--- src/rtl/cpu_clock_pkg.sv ---
// Shared encodings for the processor clock sequencer and its button debouncer.
package cpu_clock_pkg;

    typedef enum logic [1:0] {
        ST_IDLE  = 2'd0,
        ST_FREE  = 2'd1,
        ST_BURST = 2'd2,
        ST_TIMED = 2'd3
    } state_t;

    typedef enum logic [1:0] {
        MODE_FREE   = 2'd0,
        MODE_SINGLE = 2'd1,
        MODE_BURST  = 2'd2,
        MODE_TIMED  = 2'd3
    } mode_t;

    // Bits needed to hold any value in 0..max_val.
    function automatic int unsigned cnt_w(input int unsigned max_val);
        return (max_val < 2) ? 1 : $clog2(max_val + 1);
    endfunction

endpackage

--- src/rtl/button_debouncer.sv ---
// Synchronizes a raw board button, debounces it and emits a one-cycle pulse on
// each accepted press (0->1 of the debounced level).
module button_debouncer
    import cpu_clock_pkg::*;
#(
    parameter int unsigned DEB_CYCLES = 500000
) (
    input  logic clk,
    input  logic rst,
    input  logic raw,
    output logic press
);

    localparam int unsigned   CW   = cnt_w(DEB_CYCLES);
    localparam logic [CW-1:0] LAST = CW'(DEB_CYCLES - 1);

    logic          sync1;
    logic          sync2;
    logic          level;
    logic [CW-1:0] cnt;

    always_ff @(posedge clk) begin
        if (rst) begin
            sync1 <= 1'b0;
            sync2 <= 1'b0;
            level <= 1'b0;
            cnt   <= '0;
            press <= 1'b0;
        end else begin
            sync1 <= raw;
            sync2 <= sync1;
            press <= 1'b0;
            // Any sample agreeing with the accepted level restarts the stability window.
            if (sync2 == level) begin
                cnt <= '0;
            end else if (cnt == LAST) begin
                cnt   <= '0;
                level <= ~level;
                press <= ~level;
            end else begin
                cnt <= cnt + CW'(1);
            end
        end
    end

endmodule

--- src/rtl/cpu_clock_sequencer.sv ---
// Generates the processor clock-enable pulse at clock50/DIV, gated by the run
// mode (free, single-step, burst, timed) selected when the step button is pressed.
module cpu_clock_sequencer
    import cpu_clock_pkg::*;
#(
    parameter int unsigned DIV        = 50,
    parameter int unsigned DEB_CYCLES = 500000,
    parameter int unsigned TIMEOUT    = 500000000,
    parameter int unsigned NW         = 16
) (
    input  logic          clock50,
    input  logic          rst,
    input  logic          step,
    input  logic [1:0]    mode,
    input  logic [NW-1:0] n_cycles,
    input  logic          halt,
    output logic          cpu_en,
    output logic          running,
    output logic [1:0]    state_o,
    output logic [31:0]   cycle_count
);

    localparam int unsigned PW = cnt_w(DIV - 1);
    localparam int unsigned TW = cnt_w(TIMEOUT);

    state_t        state;
    logic [PW-1:0] presc;
    logic [NW-1:0] remaining;
    logic [TW-1:0] timer;
    logic          tick;
    logic          press;

    button_debouncer #(
        .DEB_CYCLES(DEB_CYCLES)
    ) u_step_deb (
        .clk  (clock50),
        .rst  (rst),
        .raw  (step),
        .press(press)
    );

    // Enable is decoded from registered state so it can never last two cycles.
    assign tick    = (presc == PW'(DIV - 1));
    assign cpu_en  = tick & (state != ST_IDLE) & ~halt;
    assign running = (state != ST_IDLE);
    assign state_o = state;

    always_ff @(posedge clock50) begin
        if (rst) begin
            state       <= ST_IDLE;
            presc       <= '0;
            remaining   <= '0;
            timer       <= '0;
            cycle_count <= '0;
        end else begin
            presc <= tick ? '0 : presc + PW'(1);
            if (cpu_en) begin
                cycle_count <= cycle_count + 32'd1;
            end

            if (halt) begin
                state <= ST_IDLE;
            end else begin
                case (state)
                    ST_IDLE: begin
                        if (press) begin
                            case (mode_t'(mode))
                                MODE_FREE: state <= ST_FREE;
                                MODE_SINGLE: begin
                                    state     <= ST_BURST;
                                    remaining <= NW'(1);
                                end
                                MODE_BURST: begin
                                    if (n_cycles != '0) begin
                                        state     <= ST_BURST;
                                        remaining <= n_cycles;
                                    end
                                end
                                MODE_TIMED: begin
                                    state <= ST_TIMED;
                                    timer <= TW'(TIMEOUT);
                                end
                            endcase
                        end
                    end
                    ST_FREE: begin
                        if (press) begin
                            state <= ST_IDLE;
                        end
                    end
                    ST_BURST: begin
                        if (cpu_en) begin
                            if (remaining == NW'(1)) begin
                                state <= ST_IDLE;
                            end
                            remaining <= remaining - NW'(1);
                        end
                    end
                    ST_TIMED: begin
                        // Expiry wins over a simultaneous retrigger.
                        if (timer == TW'(1)) begin
                            state <= ST_IDLE;
                        end else if (press) begin
                            timer <= TW'(TIMEOUT);
                        end else begin
                            timer <= timer - TW'(1);
                        end
                    end
                endcase
            end
        end
    end

endmodule

--- config.mk ---
export PLATFORM = sky130hd
export DESIGN_NAME = cpu_clock_sequencer
export DESIGN_NICKNAME = d
export VERILOG_FILES = /design/src/rtl/cpu_clock_pkg.sv /design/src/rtl/button_debouncer.sv /design/src/rtl/cpu_clock_sequencer.sv
export SDC_FILE = /design/constraint.sdc
export NUM_CORES = 1
export LEC_CHECK = 0
export ABC_AREA = 1
export CORE_MARGIN = 4
export CORE_UTILIZATION = 50
export DETAILED_ROUTE_END_ITERATION = 8
export PLACE_DENSITY = 0.79
export SETUP_SLACK_MARGIN = 0.05
export SYNTH_ARGS = -nofsm -noshare
export SYNTH_HDL_FRONTEND = slang
export SYNTH_SLANG_ARGS = --single-unit
--- constraint.sdc ---
create_clock -name clock50 -period 3.3 [get_ports clock50]
set_input_delay 0.495 -clock clock50 [delete_from_list [all_inputs] [get_ports clock50]]
set_output_delay 0.495 -clock clock50 [all_outputs]
set_load 0.05 [all_outputs]
* After elaboration in Yosys (flattened, before gate mapping)
Index checks and enable logic that the tools add are counted.
** Word-level totals
- Logic and storage cells :: 73
- Register bits after elaboration :: 108
- Input port bits :: 22
** Operators by class
- Reductions and logical operators :: 14
- Add/sub/neg operators :: 5
- Mux-type cells :: 18
- Bitwise operators :: 6
- Equality and inequality tests :: 20
** Operators by type and width (count)
- $mux 29 :: 4
- $pmux 16 s2 :: 2
- $pmux 29 s2 :: 1
- $mux 16 :: 3
- $add 32x1->32 const B :: 1
- $eq 29x1->1 const B :: 1
- $sub 29x1->29 const B :: 1
- $add 19x1->19 const B :: 1
- $eq 19x19->1 const B :: 1
- $eq 16x1->1 const B :: 1
- $pmux 2 s4 :: 2
- $reduce_bool 16->1 :: 1
- $sub 16x1->16 const B :: 1
- $mux 2 :: 6
- $reduce_and 6->1 :: 2
- $eq 2x2->1 const B :: 4
- $ne 2x2->1 const B :: 4
- $add 6x1->6 const B :: 1
- $eq 6x6->1 const B :: 1
- $ne 2x1->1 const B :: 3
- $reduce_bool 2->1 :: 3
- $reduce_or 3->1 :: 2
- $reduce_and 5->1 :: 1
- $eq 2x1->1 const B :: 2
- other kinds (8) :: 14

* Longest topological paths before layout
Gate-level depths: netlist of run 1.
- Depth in word-level cells :: 5
- Mapped depth :: 12
- Mapped depth without buffers :: 12

* Modules after synthesis
From an unflattened synthesis of run 1, not the netlist that was laid out.
** Unflattened totals
- Cell total of the unflattened synthesis :: 1053
- Area total of the unflattened synthesis :: 6590.1 µm²
** Modules (own cells, without submodules)
- cpu_clock_sequencer :: cells an instance 882, instances 1, area each 5368.9 µm²
- button_debouncer :: cells an instance 171, instances 1, area each 1221.2 µm²

* Least setup slack after synthesis of run 1
No wires, ideal clock.
- Kind :: flip-flop to output port
- Start point :: reg state[0] (netlist: state_o[0])
- End point :: out cpu_en
- Path slack :: 1.232 ns
- Stages on the path, launching flop included :: 6
- Path buffers :: 1
- Arrival time :: 1.573 ns
- Cells stage by stage :: dfxtp_1 nor2_2 nor2_2 nand4_2 clkinv_2 buf_2
** On the way
- Word-level cells in the longest chain between the ends :: 3
** RTL lines
- start: declaration :: RTL line cpu_clock_sequencer.sv:26 : state_t state;
- start signal: assignment :: RTL line cpu_clock_sequencer.sv:50 : state <= ST_IDLE;
- start signal: assignment :: RTL line cpu_clock_sequencer.sv:62 : state <= ST_IDLE;
- start signal: assignment :: RTL line cpu_clock_sequencer.sv:68 : MODE_FREE: state <= ST_FREE;
- $reduce_bool 2->1 :: RTL line cpu_clock_sequencer.sv:44 : assign cpu_en = tick & (state != ST_IDLE) & ~halt;
- $and 1x1->1 (2 in series) :: RTL line cpu_clock_sequencer.sv:44
- end: declaration :: RTL line cpu_clock_sequencer.sv:17 : output logic cpu_en,
Every way passes these cells.

* Final worst setup path of run 1
- Start point :: reg state[0] (netlist: state_o[0])
- End point :: out running
** On the way
- Word-level cells in the longest chain between the ends :: 1
** RTL lines
- $reduce_bool 2->1 :: RTL line cpu_clock_sequencer.sv:45 : assign running = (state != ST_IDLE);
- end: declaration :: RTL line cpu_clock_sequencer.sv:18 : output logic running,
Every way passes these cells.

==> results of run 1 <==
worst register-to-register path, delay by kind of cell, from the launching register on:
kind	cells	cell delay (ns)
buffers and inverters	3	0.45
flip-flops	1	0.46
AND/OR/NAND/NOR	3	0.74
AO/OA/AOI/OAI	3	0.30
final timing paths:
path,from,to,slack [ns],cells after the start
max,state_o[0]$_SDFFE_PP0P_,running,0.88,3
min,u_step_deb.sync1$_SDFF_PP0_,u_step_deb.sync2$_SDFF_PP0_,0.41,2
max reg2reg,state_o[1]$_SDFFE_PP0P_,remaining[2]$_SDFFE_PP0P_,1.25,9
min reg2reg,u_step_deb.sync1$_SDFF_PP0_,u_step_deb.sync2$_SDFF_PP0_,0.41,2
metal layers:
layer | global-route usage [%] | wire [um] | up-vias
li1 | - | - | 3209
met1 | 26.7 | 6940 | 2797
met2 | 35.7 | 6740 | 168
met3 | 4.76 | 768 | 29
met4 | 7.16 | 314 | 0
met5 | 0 | 0 | -
layout make-up:
type	count	area, um2	share of cell area (%)
Timing Repair Buffer	62	606	8.35
Clock inverter	4	73.8	1.02
Tap cell	168	210	2.90
Inverter	116	439	6.06
Clock buffer	11	233	3.21
Sequential cell	108	2160	29.8
Multi-Input combinational cell	726	3530	48.6
through the flow:
step                utilization [%]  hold slack (ns)
detailed placement             57.3            0.407
CTS                            59.9            0.415
finish                         59.9            0.409
floorplan                         -            0.388
global placement               57.3            0.403
global route                   59.9            0.444
registers in the layout, indices dropped and copies added, names as in the netlist:
| register | count |
|---|---|
| state_o | 2 |
| presc | 6 |
| timer | 29 |
| remaining | 16 |
| u_step_deb.level | 1 |
| u_step_deb.press | 1 |
| u_step_deb.sync1 | 1 |
| u_step_deb.cnt | 19 |
| u_step_deb.sync2 | 1 |
| cycle_count | 32 |
layout by cell type, fill, tap and decap left out, drive strengths merged:
master | netlist | routed
o211ai | 1 | 1
nand2 | 228 | 228
dfxtp | 108 | 108
nor4 | 3 | 3
xnor2 | 10 | 10
or2 | 5 | 5
o21ai | 53 | 53
ha | 12 | 12
a21boi | 1 | 1
and3 | 2 | 2
a21oi | 59 | 59
xor2 | 25 | 25
clkinv | 2 | 3
nor2 | 192 | 192
nor3b | 9 | 9
a22oi | 4 | 4
a31oi | 2 | 2
o22ai | 1 | 1
clkdlybuf4s50 | 0 | 56
o21ba | 1 | 1
nand3b | 5 | 5
o21bai | 1 | 1
buf | 12 | 6
clkbuf | 9 | 11
inv | 114 | 115
nand4 | 20 | 20
bufinv | 0 | 2
nor3 | 32 | 32
nand3 | 60 | 60
logic make-up after synthesis:
logic type	after synthesis
XOR/XNOR	35
adder cells (fa/ha/maj)	12
AO/OA/AOI/OAI	123
buffers and inverters	137
flip-flops	108
AND/OR/NAND/NOR	556
where the power goes:
group / switching, W / internal (W)
clock network: 0.000478 / 0.000663
registers: 0.00000405 / 0.00131
logic: 0.0000524 / 0.0000416
==> report_table.html, run 1 <==
<table>
<tr><th>Metric</th><th>Value</th></tr>
<tr><th colspan="2">Worst setup path</th></tr>
<tr><td>Kind of end point of the critical path</td><td>output port</td></tr>
<tr><td>Worst EP arrival</td><td>1.93 ns</td></tr>
<tr><td>Dominant delay contributor by cell family on the critical path</td><td>buffers and inverters</td></tr>
<tr><td>Number of buffers and inverters on the critical path</td><td>2</td></tr>
<tr><td>Critical path launch point type</td><td>register</td></tr>
<tr><td>Top fanout value on the critical path</td><td>6</td></tr>
<tr><td>Max incr delay on CP</td><td>0.83 ns</td></tr>
<tr><td>Cell chain of the critical path</td><td>nor2_2, inv_2, clkdlybuf4s50_1</td></tr>
<tr><td>Cell at the slowest stage of the critical path</td><td>sky130_fd_sc_hd__clkdlybuf4s50_1</td></tr>
<tr><td>Category of the critical setup timing path</td><td>register to output port</td></tr>
<tr><td>Required time worst endpoint</td><td>2.80 ns</td></tr>
<tr><th colspan="2">Detailed routing</th></tr>
<tr><td>Detailed Routing Iterations Pass 1</td><td>6</td></tr>
<tr><td>DR vias</td><td>6203</td></tr>
<tr><td>Detail-routed net length per standard cell</td><td>12.3 um</td></tr>
<tr><td>Violation count after the first detailed-route iteration</td><td>488</td></tr>
<tr><td>Via density per instance</td><td>5.19</td></tr>
<tr><td>Final Routed Wirelength</td><td>14.8 mm</td></tr>
<tr><td>Detailed-route DRC error count</td><td>0</td></tr>
<tr><td>Antenna Nets Post-Route</td><td>0</td></tr>
<tr><th colspan="2">Synthesis</th></tr>
<tr><td>Most frequent cell after synthesis</td><td>sky130_fd_sc_hd__nand2_1</td></tr>
<tr><td>Main area contributors after synthesis</td><td>sky130_fd_sc_hd__dfxtp_1, sky130_fd_sc_hd__nand2_1, sky130_fd_sc_hd__nor2_1, sky130_fd_sc_hd__inv_1, sky130_fd_sc_hd__a21oi_1</td></tr>
<tr><td>Multiplexer share of the synthesized area</td><td>0%</td></tr>
<tr><td>Share of the yosys chip area belonging to registers</td><td>34.6%</td></tr>
<tr><td>Number of flops mapped to enable cells by yosys</td><td>0</td></tr>
<tr><td>Portion of synthesized cell area occupied by the leading cell type</td><td>34.6%</td></tr>
<tr><td>Yosys Warn Count</td><td>0</td></tr>
<tr><td>Mean Syn Cell Area</td><td>6.43 um2</td></tr>
<tr><td>Primary FF master, synth</td><td>sky130_fd_sc_hd__dfxtp_1</td></tr>
<tr><td>Most common library cells after synthesis</td><td>sky130_fd_sc_hd__nand2_1, sky130_fd_sc_hd__nor2_1, sky130_fd_sc_hd__dfxtp_1</td></tr>
<tr><td>Total of flip-flops plus latches after synthesis</td><td>108</td></tr>
<tr><td>Dominant combinational cell family by area after synthesis</td><td>simple AND/OR/NAND/NOR gates</td></tr>
<tr><td>Compound-cell area share of the yosys netlist</td><td>10.3%</td></tr>
<tr><td>Post-synthesis instance area</td><td>6250 um2</td></tr>
<tr><td>Proportion of register bits with asynchronous set or reset after synthesis</td><td>0%</td></tr>
<tr><td>Gate Count Post-Synth</td><td>971</td></tr>
<tr><td>Mapped Nets</td><td>1005</td></tr>
<tr><td>Yosys top cell by area</td><td>sky130_fd_sc_hd__dfxtp_1</td></tr>
<tr><td>Xor and xnor area share after synthesis</td><td>4.91%</td></tr>
<tr><td>Area share of fa/ha/maj cells after synthesis</td><td>2.40%</td></tr>
<tr><td>Simple-gate area share of the yosys netlist</td><td>38.9%</td></tr>
<tr><td>Number of distinct library cells after synthesis</td><td>44</td></tr>
<tr><th colspan="2">Layout</th></tr>
<tr><td>Fin area</td><td>7250 um2</td></tr>
<tr><td>Layout cells sized above 1</td><td>5.84%</td></tr>
<tr><td>Fill cells</td><td>1164</td></tr>
<tr><td>Final antenna diode count</td><td>0</td></tr>
<tr><td>Synth-to-Final Area Change</td><td>16.1%</td></tr>
<tr><td>Final Instance Count excl. Fillers</td><td>1195</td></tr>
<tr><td>Number of nets in the layout</td><td>1057</td></tr>
<tr><th colspan="2">STA</th></tr>
<tr><td>Final setup violation count</td><td>0</td></tr>
<tr><td>Fin crit period</td><td>2.42 ns</td></tr>
<tr><td>Setup WS post-layout</td><td>0.879 ns</td></tr>
<tr><td>Final setup skew</td><td>0.0104 ns</td></tr>
<tr><td>Period utilisation layout</td><td>73.4%</td></tr>
<tr><td>Worst-margin pin slew</td><td>0.626 ns</td></tr>
<tr><td>Pins Over Slew Limit</td><td>0</td></tr>
<tr><td>Maximum achievable frequency</td><td>413 MHz</td></tr>
<tr><td>RSZ-0062 raised after global routing</td><td>false</td></tr>
<tr><td>Count of final hold-check violations</td><td>0</td></tr>
<tr><td>Max-slew headroom at the worst pin</td><td>58.1%</td></tr>
<tr><td>Setup TNS Final</td><td>0 ns</td></tr>
<tr><th colspan="2">Global route</th></tr>
<tr><td>Wire length of the first global-routing pass</td><td>25.5 mm</td></tr>
<tr><td>Vias in the first global route</td><td>5882</td></tr>
<tr><td>Number of antenna violations at the first check in global routing</td><td>0</td></tr>
<tr><td>Maximum number of pins on one net before global-route repair</td><td>57</td></tr>
<tr><td>All-Layer GR Usage</td><td>21.2%</td></tr>
<tr><td>Global-route congestion overflow total</td><td>0</td></tr>
<tr><th colspan="2">Clock network</th></tr>
<tr><td>Post-CTS Resized</td><td>0</td></tr>
<tr><td>Clock insertion delay at the later pin of the skew report</td><td>0.35 ns</td></tr>
<tr><td>H-tree depth</td><td>3</td></tr>
<tr><td>CTS tree</td><td>done</td></tr>
<tr><td>Sink Count</td><td>108</td></tr>
<tr><td>Buffer count from post-CTS setup fixing</td><td>0</td></tr>
<tr><td>Buffers from clock root to sink, at most</td><td>2</td></tr>
<tr><td>Num CTS Buffers</td><td>9</td></tr>
<tr><td>Post-CTS Hold Fix Bufs</td><td>0</td></tr>
<tr><td>Clock edge transition at the registers on the reported setup and hold paths</td><td>0.07 ns</td></tr>
<tr><td>Clock tree root driver cell</td><td>sky130_fd_sc_hd__clkbuf_16</td></tr>
<tr><th colspan="2">Floorplanning</th></tr>
<tr><td>Number of top-level pins</td><td>58</td></tr>
<tr><td>X dimension of the die</td><td>120 um</td></tr>
<tr><td>Vert. Die Dim</td><td>120 um</td></tr>
<tr><td>Placement Rows</td><td>40</td></tr>
<tr><td>Die ar.</td><td>14300 um2</td></tr>
<tr><td>Initial standard-cell utilization of the core</td><td>51.6%</td></tr>
<tr><td>Placeable core region</td><td>12100 um2</td></tr>
<tr><th colspan="2">Min path</th></tr>
<tr><td>Path class of the lowest-slack min-delay path</td><td>register to register</td></tr>
<tr><th colspan="2">Placed design</th></tr>
<tr><td>Global placer's final weighted congestion</td><td>0.950</td></tr>
<tr><td>Area post-placement</td><td>6940 um2</td></tr>
<tr><td>Number of cells after detailed placement</td><td>1180</td></tr>
<tr><td>IO Port Bufs</td><td>57</td></tr>
<tr><td>Placed wire-length estimate</td><td>10.8 mm</td></tr>
<tr><td>Worst setup slack after placement</td><td>0.798 ns</td></tr>
<tr><th colspan="2">Power and ir drop</th></tr>
<tr><td>Peak supply drop</td><td>0.000291 V</td></tr>
<tr><td>Static Leakage</td><td>3.07 nW</td></tr>
<tr><td>Power density over the cells</td><td>351 nW/um2</td></tr>
<tr><td>Overall power consumption</td><td>0.00255 W</td></tr>
<tr><th colspan="2">Run</th></tr>
<tr><td># Max-Cap Violations</td><td>0</td></tr>
<tr><th colspan="2">Outcome</th></tr>
<tr><td>Outcome</td><td>finished clean</td></tr>
</table>
No activity file was read; power rests on OpenSTA's default activity.
==> run 2, diff against run 1 <==
- clock period: 3.3 -> 2.25 ns (I/O delays scaled with it)
==> report_table.html, run 2 (synthesis gave the netlist of run 1 again) <==
<table>
<tr><th>Metric</th><th>Value</th></tr>
<tr><th colspan="2">Outcome</th></tr>
<tr><td>Outcome</td><td>finished clean</td></tr>
<tr><th colspan="2">Layout</th></tr>
<tr><td>Leading cell type in the layout, fill and taps excluded</td><td>sky130_fd_sc_hd__nand2_1</td></tr>
<tr><td>Layout cells sized above 1</td><td>7.14% (+1.3 points)</td></tr>
<tr><td>Number of nets in the layout</td><td>1066 (+0.85%)</td></tr>
<tr><td>Largest register FFs</td><td>32 (unchanged)</td></tr>
<tr><td>Synth-to-Final Area Change</td><td>17.8%</td></tr>
<tr><td>Fin area</td><td>7360 um2 (+1.5%)</td></tr>
<tr><td>Final antenna diode count</td><td>0 (unchanged)</td></tr>
<tr><td>Register containing the most flip-flops in the final layout</td><td>cycle_count</td></tr>
<tr><td>Registers with the highest flip-flop counts</td><td>cycle_count x32, timer x29, u_step_deb.cnt x19</td></tr>
<tr><td>Commonest cells after routing, fill and taps aside</td><td>sky130_fd_sc_hd__nand2_1, sky130_fd_sc_hd__nor2_1, sky130_fd_sc_hd__dfxtp_1, sky130_fd_sc_hd__inv_1, sky130_fd_sc_hd__a21oi_1</td></tr>
<tr><td>Fill cells</td><td>1130 (-2.9%)</td></tr>
<tr><th colspan="2">Floorplanning</th></tr>
<tr><td>Die ar.</td><td>14300 um2 (unchanged)</td></tr>
<tr><td>Number of top-level pins</td><td>58 (unchanged)</td></tr>
<tr><td>Placement Rows</td><td>40 (unchanged)</td></tr>
<tr><td>Initial standard-cell utilization of the core</td><td>51.6% (unchanged)</td></tr>
<tr><td>X dimension of the die</td><td>120 um (unchanged)</td></tr>
<tr><td>Placeable core region</td><td>12100 um2 (unchanged)</td></tr>
<tr><td>Vert. Die Dim</td><td>120 um (unchanged)</td></tr>
<tr><th colspan="2">STA</th></tr>
<tr><td>Count of final hold-check violations</td><td>0 (unchanged)</td></tr>
<tr><td>Final setup violation count</td><td>0 (unchanged)</td></tr>
<tr><td>Worst-margin pin slew</td><td>0.520 ns (-0.106 ns)</td></tr>
<tr><td>Maximum achievable frequency</td><td>481 MHz</td></tr>
<tr><td>Fin crit period</td><td>2.08 ns</td></tr>
<tr><td>Max-slew headroom at the worst pin</td><td>65.2% (+7.1 points)</td></tr>
<tr><td>RSZ-0062 raised after global routing</td><td>false</td></tr>
<tr><td>Period utilisation layout</td><td>92.4%</td></tr>
<tr><td>Final setup skew</td><td>0.00468 ns (-0.00568 ns)</td></tr>
<tr><td>Setup TNS Final</td><td>0 ns (unchanged)</td></tr>
<tr><td>Pins Over Slew Limit</td><td>0 (unchanged)</td></tr>
<tr><th colspan="2">Placed design</th></tr>
<tr><td>IO Port Bufs</td><td>57 (unchanged)</td></tr>
<tr><td>Global placer's final weighted congestion</td><td>0.933 (-1.8%)</td></tr>
<tr><td>Area post-placement</td><td>7030 um2 (+1.3%)</td></tr>
<tr><td>Placed wire-length estimate</td><td>10.8 mm (+0.20%)</td></tr>
<tr><th colspan="2">Detailed routing</th></tr>
<tr><td>Detail-routed net length per standard cell</td><td>12.4 um (+0.63%)</td></tr>
<tr><td>Antenna Nets Post-Route</td><td>0 (unchanged)</td></tr>
<tr><td>Detailed Routing Iterations Pass 1</td><td>5 (-1)</td></tr>
<tr><td>Via density per instance</td><td>5.11 (-1.5%)</td></tr>
<tr><td>Violation count after the first detailed-route iteration</td><td>608 (+25%)</td></tr>
<tr><td>Final Routed Wirelength</td><td>15.0 mm (+1.5%)</td></tr>
<tr><td>DR vias</td><td>6158 (-0.73%)</td></tr>
<tr><td>Detailed-route DRC error count</td><td>0 (unchanged)</td></tr>
<tr><th colspan="2">Clock network</th></tr>
<tr><td>Buffers from clock root to sink, at most</td><td>2 (unchanged)</td></tr>
<tr><td>Num CTS Buffers</td><td>9 (unchanged)</td></tr>
<tr><td>Sink Count</td><td>108 (unchanged)</td></tr>
<tr><td>Clock edge transition at the registers on the reported setup and hold paths</td><td>0.07 ns (about the same)</td></tr>
<tr><td>Clock tree root driver cell</td><td>sky130_fd_sc_hd__clkbuf_16</td></tr>
<tr><td>Clock insertion delay at the later pin of the skew report</td><td>0.35 ns (about the same)</td></tr>
<tr><td>Buffer count from post-CTS setup fixing</td><td>0 (unchanged)</td></tr>
<tr><td>CTS tree</td><td>done</td></tr>
<tr><td>H-tree depth</td><td>3 (unchanged)</td></tr>
<tr><th colspan="2">Run</th></tr>
<tr><td># Max-Cap Violations</td><td>0 (unchanged)</td></tr>
<tr><th colspan="2">Global route</th></tr>
<tr><td>All-Layer GR Usage</td><td>21.5% (+0.32 points)</td></tr>
<tr><td>Met3 usage in global routing</td><td>5.00% (+0.24 points)</td></tr>
<tr><td>Busiest metal layer after global routing</td><td>met2</td></tr>
<tr><td>Vias in the first global route</td><td>5576 (-5.2%)</td></tr>
<tr><td>Met2 demand-to-capacity share in global routing</td><td>35.4% (-0.35 points)</td></tr>
<tr><td>Number of antenna violations at the first check in global routing</td><td>0 (unchanged)</td></tr>
<tr><td>Met1 global-route usage</td><td>28.4% (+1.7 points)</td></tr>
<tr><td>Maximum number of pins on one net before global-route repair</td><td>57 (unchanged)</td></tr>
<tr><td>Global-route congestion overflow total</td><td>0 (unchanged)</td></tr>
<tr><td>Wire length of the first global-routing pass</td><td>25.8 mm (+1.3%)</td></tr>
<tr><th colspan="2">Worst setup path</th></tr>
<tr><td>Critical path launch point type</td><td>register</td></tr>
<tr><td>Category of the critical setup timing path</td><td>register to output port</td></tr>
<tr><td>Kind of end point of the critical path</td><td>output port</td></tr>
<tr><td>Required time worst endpoint</td><td>1.91 ns (-0.89 ns)</td></tr>
<tr><td>Worst EP arrival</td><td>1.74 ns (-0.19 ns)</td></tr>
<tr><td>Top fanout value on the critical path</td><td>11 (+5)</td></tr>
<tr><th colspan="2">Power and ir drop</th></tr>
<tr><td>Power density over the cells</td><td>506 nW/um2 (+44%)</td></tr>
<tr><td>Static Leakage</td><td>3.13 nW (+2.0%)</td></tr>
<tr><td>Peak supply drop</td><td>0.000549 V (+88%)</td></tr>
<tr><th colspan="2">Min path</th></tr>
<tr><td>Path class of the lowest-slack min-delay path</td><td>register to register</td></tr>
</table>
run 2: cell count changes in the layout (fill, tap and decap cells not counted), sizes merged:
cell           delta
buf              +10
bufinv            -1
clkdlybuf4s50     -1
clkinv            -1
clkinvlp          +2
inv               +1
run 2: final cells by class:
cell class | instances | area, um2 | share of cell area (%)
Timing Repair Buffer | 71 | 696 | 9.46
Clock buffer | 11 | 253 | 3.44
Inverter | 116 | 440 | 5.99
Sequential cell | 108 | 2160 | 29.4
Multi-Input combinational cell | 726 | 3530 | 48.1
Clock inverter | 5 | 58.8 | 0.799
Tap cell | 168 | 210 | 2.86
run 2: critical path, cell delays in order, from the launching register on:
cell                      delay, ns
sky130_fd_sc_hd__dfxtp_1       0.42
sky130_fd_sc_hd__ha_1          0.29
sky130_fd_sc_hd__nand4_4       0.21
sky130_fd_sc_hd__inv_4         0.18
sky130_fd_sc_hd__buf_4         0.16
sky130_fd_sc_hd__buf_12        0.13
run 2: metrics by stage:
stage / hold WS, ns / std cells / power [W] / setup slack, ns / util (%)
global route: 0.431 / 1205 / 0.00385 / 0.0848 / 60.7
global placement: 0.402 / 1189 / 0.00211 / 0.195 / 58.1
finish: 0.416 / 1205 / 0.00372 / 0.172 / 60.7
detailed placement: 0.403 / 1189 / 0.00211 / 0.141 / 58.1
floorplan: 0.388 / 971 / 0.00204 / 0.236 / -
CTS: 0.418 / 1205 / 0.00377 / 0.0624 / 60.6
run 2: metal layers:
metal / vias up / part of all wire, %
met5: - / 0
met4: 0 / 1.5
met3: 20 / 5.7
met2: 159 / 46
met1: 2752 / 46
li1: 3227 / -
run 2: what timing repair did:
action | in CTS | in global routing
hold buffers | 0 | 0
gates resized for setup | 0 | 3
setup endpoints to repair | 0 | 1
run 2: where the power goes:
part / total, W / switching [W] / internal (W)
clock: 0.00166 / 0.000731 / 0.000926
combinational: 0.000142 / 0.0000790 / 0.0000630
sequential: 0.00192 / 0.00000650 / 0.00192
run 2: path summary, 6_finish.rpt:
path	start	endpoint	slack, ns	depth (start not counted)
setup / recovery	presc[0]$_SDFF_PP0_	cpu_en	0.17	5
hold / removal	u_step_deb.sync1$_SDFF_PP0_	u_step_deb.sync2$_SDFF_PP0_	0.42	2
setup reg to reg	cycle_count[1]$_SDFFE_PP0P_	cycle_count[20]$_SDFFE_PP0P_	0.39	10
hold reg to reg	u_step_deb.sync1$_SDFF_PP0_	u_step_deb.sync2$_SDFF_PP0_	0.42	2
==> run 3, diff against run 2 <==
- clock period: 2.25 -> 2.6 ns (I/O delays scaled with it)
==> report_table.html, run 3 (synthesis gave the netlist of run 1 again) <==
<table>
<tr><th>Metric</th><th>Value</th></tr>
<tr><th colspan="2">Outcome</th></tr>
<tr><td>Outcome</td><td>finished clean</td></tr>
<tr><th colspan="2">Layout</th></tr>
<tr><td>Reg area</td><td>2160 um2 (about the same)</td></tr>
<tr><td>Footprint of the multi-input gates</td><td>3530 um2 (-0.25%)</td></tr>
<tr><td>Fill cells</td><td>1187 (+5.0%)</td></tr>
<tr><td>Number of nets in the layout</td><td>1062 (-0.38%)</td></tr>
<tr><td>Largest register FFs</td><td>32 (unchanged)</td></tr>
<tr><td>Synth-to-Final Area Change</td><td>16.4%</td></tr>
<tr><td>Commonest cells after routing, fill and taps aside</td><td>sky130_fd_sc_hd__nand2_1, sky130_fd_sc_hd__nor2_1, sky130_fd_sc_hd__dfxtp_1, sky130_fd_sc_hd__inv_1, sky130_fd_sc_hd__a21oi_1</td></tr>
<tr><td>Final antenna diode count</td><td>0 (unchanged)</td></tr>
<tr><td>Registers with the highest flip-flop counts</td><td>cycle_count x32, timer x29, u_step_deb.cnt x19</td></tr>
<tr><td>Layout cells sized above 1</td><td>6.58% (-0.55 points)</td></tr>
<tr><td>Leading cell type in the layout, fill and taps excluded</td><td>sky130_fd_sc_hd__nand2_1</td></tr>
<tr><td>Register containing the most flip-flops in the final layout</td><td>cycle_count</td></tr>
<tr><td>Fin area</td><td>7270 um2 (-1.2%)</td></tr>
<tr><th colspan="2">Detailed routing</th></tr>
<tr><td>Final Routed Wirelength</td><td>15.1 mm (+0.79%)</td></tr>
<tr><td>Detail-routed net length per standard cell</td><td>12.6 um (+1.1%)</td></tr>
<tr><td>Post-Route M1 WL</td><td>6.98 mm (+0.29%)</td></tr>
<tr><td>Violation count after the first detailed-route iteration</td><td>478 (-21%)</td></tr>
<tr><td>Detailed Routing Iterations Pass 1</td><td>5 (unchanged)</td></tr>
<tr><td>Metal3 WL</td><td>849 um (-0.35%)</td></tr>
<tr><td>Detailed-route DRC error count</td><td>0 (unchanged)</td></tr>
<tr><td>Detailed route wirelength on metal2</td><td>6.94 mm (about the same)</td></tr>
<tr><td>DR vias</td><td>6167 (+0.15%)</td></tr>
<tr><td>Antenna Nets Post-Route</td><td>0 (unchanged)</td></tr>
<tr><td>Top routing layer in use</td><td>met4</td></tr>
<tr><td>Via density per instance</td><td>5.13 (+0.48%)</td></tr>
<tr><th colspan="2">Power and ir drop</th></tr>
<tr><td>Switching power of the nets</td><td>0.000721 W (-12%)</td></tr>
<tr><td>Combinational fraction of design power</td><td>3.9% (about the same)</td></tr>
<tr><td>Register share of total power</td><td>53.9% (+2.2 points)</td></tr>
<tr><td>Power density over the cells</td><td>424 nW/um2 (-16%)</td></tr>
<tr><td>P_int</td><td>0.00236 W (-19%)</td></tr>
<tr><td>Peak supply drop</td><td>0.000409 V (-26%)</td></tr>
<tr><td>Clock share of power</td><td>42.2% (-2.3 points)</td></tr>
<tr><td>Net Sw Frac</td><td>23.4% (+1.4 points)</td></tr>
<tr><td>Static Leakage</td><td>3.08 nW (-1.7%)</td></tr>
<tr><th colspan="2">Clock network</th></tr>
<tr><td>Clock edge transition at the registers on the reported setup and hold paths</td><td>0.08 ns (about the same)</td></tr>
<tr><td>Clock tree root driver cell</td><td>sky130_fd_sc_hd__clkbuf_16</td></tr>
<tr><td>Clock insertion delay at the later pin of the skew report</td><td>0.36 ns (about the same)</td></tr>
<tr><td>Buffer count from post-CTS setup fixing</td><td>0 (unchanged)</td></tr>
<tr><td>H-tree depth</td><td>3 (unchanged)</td></tr>
<tr><td>Sink Count</td><td>108 (unchanged)</td></tr>
<tr><td>Num CTS Buffers</td><td>9 (unchanged)</td></tr>
<tr><td>Buffers from clock root to sink, at most</td><td>2 (unchanged)</td></tr>
<tr><td>Post-CTS Resized</td><td>0 (unchanged)</td></tr>
<tr><td>CTS tree</td><td>done</td></tr>
<tr><td>Post-CTS Hold Fix Bufs</td><td>0 (unchanged)</td></tr>
<tr><th colspan="2">STA</th></tr>
<tr><td>Setup TNS Final</td><td>0 ns (unchanged)</td></tr>
<tr><td>Worst-margin pin slew</td><td>0.636 ns (+0.116 ns)</td></tr>
<tr><td>Final setup skew</td><td>0.00895 ns (+0.00427 ns)</td></tr>
<tr><td>Period utilisation layout</td><td>88.4%</td></tr>
<tr><td>Count of final hold-check violations</td><td>0 (unchanged)</td></tr>
<tr><td>Max-slew headroom at the worst pin</td><td>57.5% (-7.7 points)</td></tr>
<tr><td>Fin crit period</td><td>2.30 ns</td></tr>
<tr><td>Maximum achievable frequency</td><td>435 MHz</td></tr>
<tr><td>Pins Over Slew Limit</td><td>0 (unchanged)</td></tr>
<tr><td>Final setup violation count</td><td>0 (unchanged)</td></tr>
<tr><td>RSZ-0062 raised after global routing</td><td>false</td></tr>
<tr><th colspan="2">Min path</th></tr>
<tr><td>Worst hold path endpoint</td><td>u_step_deb.sync2$_SDFF_PP0_</td></tr>
<tr><td>Instance count along the most critical hold path</td><td>2 (unchanged)</td></tr>
<tr><td>Worst min-delay path startpoint</td><td>u_step_deb.sync1$_SDFF_PP0_</td></tr>
<tr><td>Path class of the lowest-slack min-delay path</td><td>register to register</td></tr>
<tr><th colspan="2">Floorplanning</th></tr>
<tr><td>Placeable core region</td><td>12100 um2 (unchanged)</td></tr>
<tr><td>Initial standard-cell utilization of the core</td><td>51.6% (unchanged)</td></tr>
<tr><td>Placement Rows</td><td>40 (unchanged)</td></tr>
<tr><td>Die ar.</td><td>14300 um2 (unchanged)</td></tr>
<tr><td>X dimension of the die</td><td>120 um (unchanged)</td></tr>
<tr><td>Vert. Die Dim</td><td>120 um (unchanged)</td></tr>
<tr><td>Number of top-level pins</td><td>58 (unchanged)</td></tr>
<tr><th colspan="2">Placed design</th></tr>
<tr><td>Global placer's final weighted congestion</td><td>0.896 (-4.0%)</td></tr>
<tr><td>IO Port Bufs</td><td>57 (unchanged)</td></tr>
<tr><td>Area post-placement</td><td>6990 um2 (-0.57%)</td></tr>
<tr><td>Placed wire-length estimate</td><td>11.0 mm (+1.6%)</td></tr>
<tr><th colspan="2">Worst setup path</th></tr>
<tr><td>End of the worst register-to-register path</td><td>u_step_deb.cnt[16]$_SDFF_PP0_</td></tr>
<tr><td>Kind of end point of the critical path</td><td>output port</td></tr>
<tr><td>Required time worst endpoint</td><td>2.21 ns (+0.30 ns)</td></tr>
<tr><td>Top fanout value on the critical path</td><td>6 (-5)</td></tr>
<tr><td>Reg2reg start</td><td>u_step_deb.cnt[0]$_SDFF_PP0_</td></tr>
<tr><td>Worst EP arrival</td><td>1.91 ns (+0.17 ns)</td></tr>
<tr><td>Critical path launch point type</td><td>register</td></tr>
<tr><td>Setup slack of the worst register-to-register path</td><td>0.63 ns (+0.24 ns)</td></tr>
<tr><td>Worst Reg2Reg Path Length in Cells</td><td>8 (-2)</td></tr>
<tr><td>Category of the critical setup timing path</td><td>register to output port</td></tr>
<tr><th colspan="2">Global route</th></tr>
<tr><td>Vias in the first global route</td><td>5810 (+4.2%)</td></tr>
<tr><td>Wire length of the first global-routing pass</td><td>25.9 mm (+0.11%)</td></tr>
<tr><td>Number of antenna violations at the first check in global routing</td><td>0 (unchanged)</td></tr>
<tr><td>Global-route congestion overflow total</td><td>0 (unchanged)</td></tr>
<tr><td>All-Layer GR Usage</td><td>21.6% (+0.12 points)</td></tr>
<tr><td>Maximum number of pins on one net before global-route repair</td><td>39 (-32%)</td></tr>
<tr><th colspan="2">Run</th></tr>
<tr><td># Max-Cap Violations</td><td>0 (unchanged)</td></tr>
</table>
## run 3: critical path, cell delays in order (launching register included)
cell                              delay, ns
sky130_fd_sc_hd__dfxtp_1               0.47
sky130_fd_sc_hd__nor2_2                0.12
sky130_fd_sc_hd__inv_2                 0.11
sky130_fd_sc_hd__clkdlybuf4s50_1       0.85
## run 3: metal layers
metal	vias to the layer above	global-route usage [%]
met5	-	0
met4	0	7.66
met3	24	5.61
met2	180	36.1
met1	2752	27.0
li1	3211	-
## run 3: power groups by stage
stage	registers (W)	clock network, W	logic, W
final	0.00166	0.00130	0.000119
after global routing	0.00166	0.00140	0.000132
after CTS	0.00166	0.00134	0.000119
after detailed placement	0.00170	0	0.000118
after global placement	0.00170	0	0.000117
after floorplan	0.00170	0	0.0000622
## run 3: layout make-up
| class | count | share of cell area [%] |
|---|---|---|
| multi-input cells | 726 | 48.5 |
| flip-flops and latches | 108 | 29.7 |
| repair buffers | 67 | 9.02 |
| inverters | 116 | 6.04 |
| clock buffers | 9 | 3.10 |
| well taps | 168 | 2.89 |
| clock inverters | 7 | 0.706 |
## run 3: stage by stage
stage | setup WS, ns | std cells | total power (W) | hold WS (ns) | util, %
after floorplan | 0.586 | 971 | 0.00176 | 0.388 | -
after global placement | 0.374 | 1185 | 0.00182 | 0.408 | 57.7
after detailed placement | 0.301 | 1185 | 0.00182 | 0.396 | 57.7
after CTS | 0.284 | 1201 | 0.00313 | 0.420 | 60.0
after global routing | 0.192 | 1201 | 0.00320 | 0.448 | 60.0
final | 0.301 | 1201 | 0.00309 | 0.419 | 60.0
## run 3: how the worst max path moves through the flow
| stage | start | slack [ns] | depth (start not counted) | endpoint |
|---|---|---|---|---|
| final | state_o[0]$_SDFFE_PP0P_ | 0.30 | 3 | running |
| after global routing | state_o[0]$_SDFFE_PP0P_ | 0.19 | 3 | running |
| after CTS | state_o[0]$_SDFFE_PP0P_ | 0.28 | 3 | running |
| after detailed placement | mode[0] | 0.30 | 9 | remaining[13]$_SDFFE_PP0P_ |
| after global placement | mode[0] | 0.37 | 9 | remaining[7]$_SDFFE_PP0P_ |
| after floorplan | state_o[0]$_SDFFE_PP0P_ | 0.59 | 8 | cycle_count[8]$_SDFFE_PP0P_ |
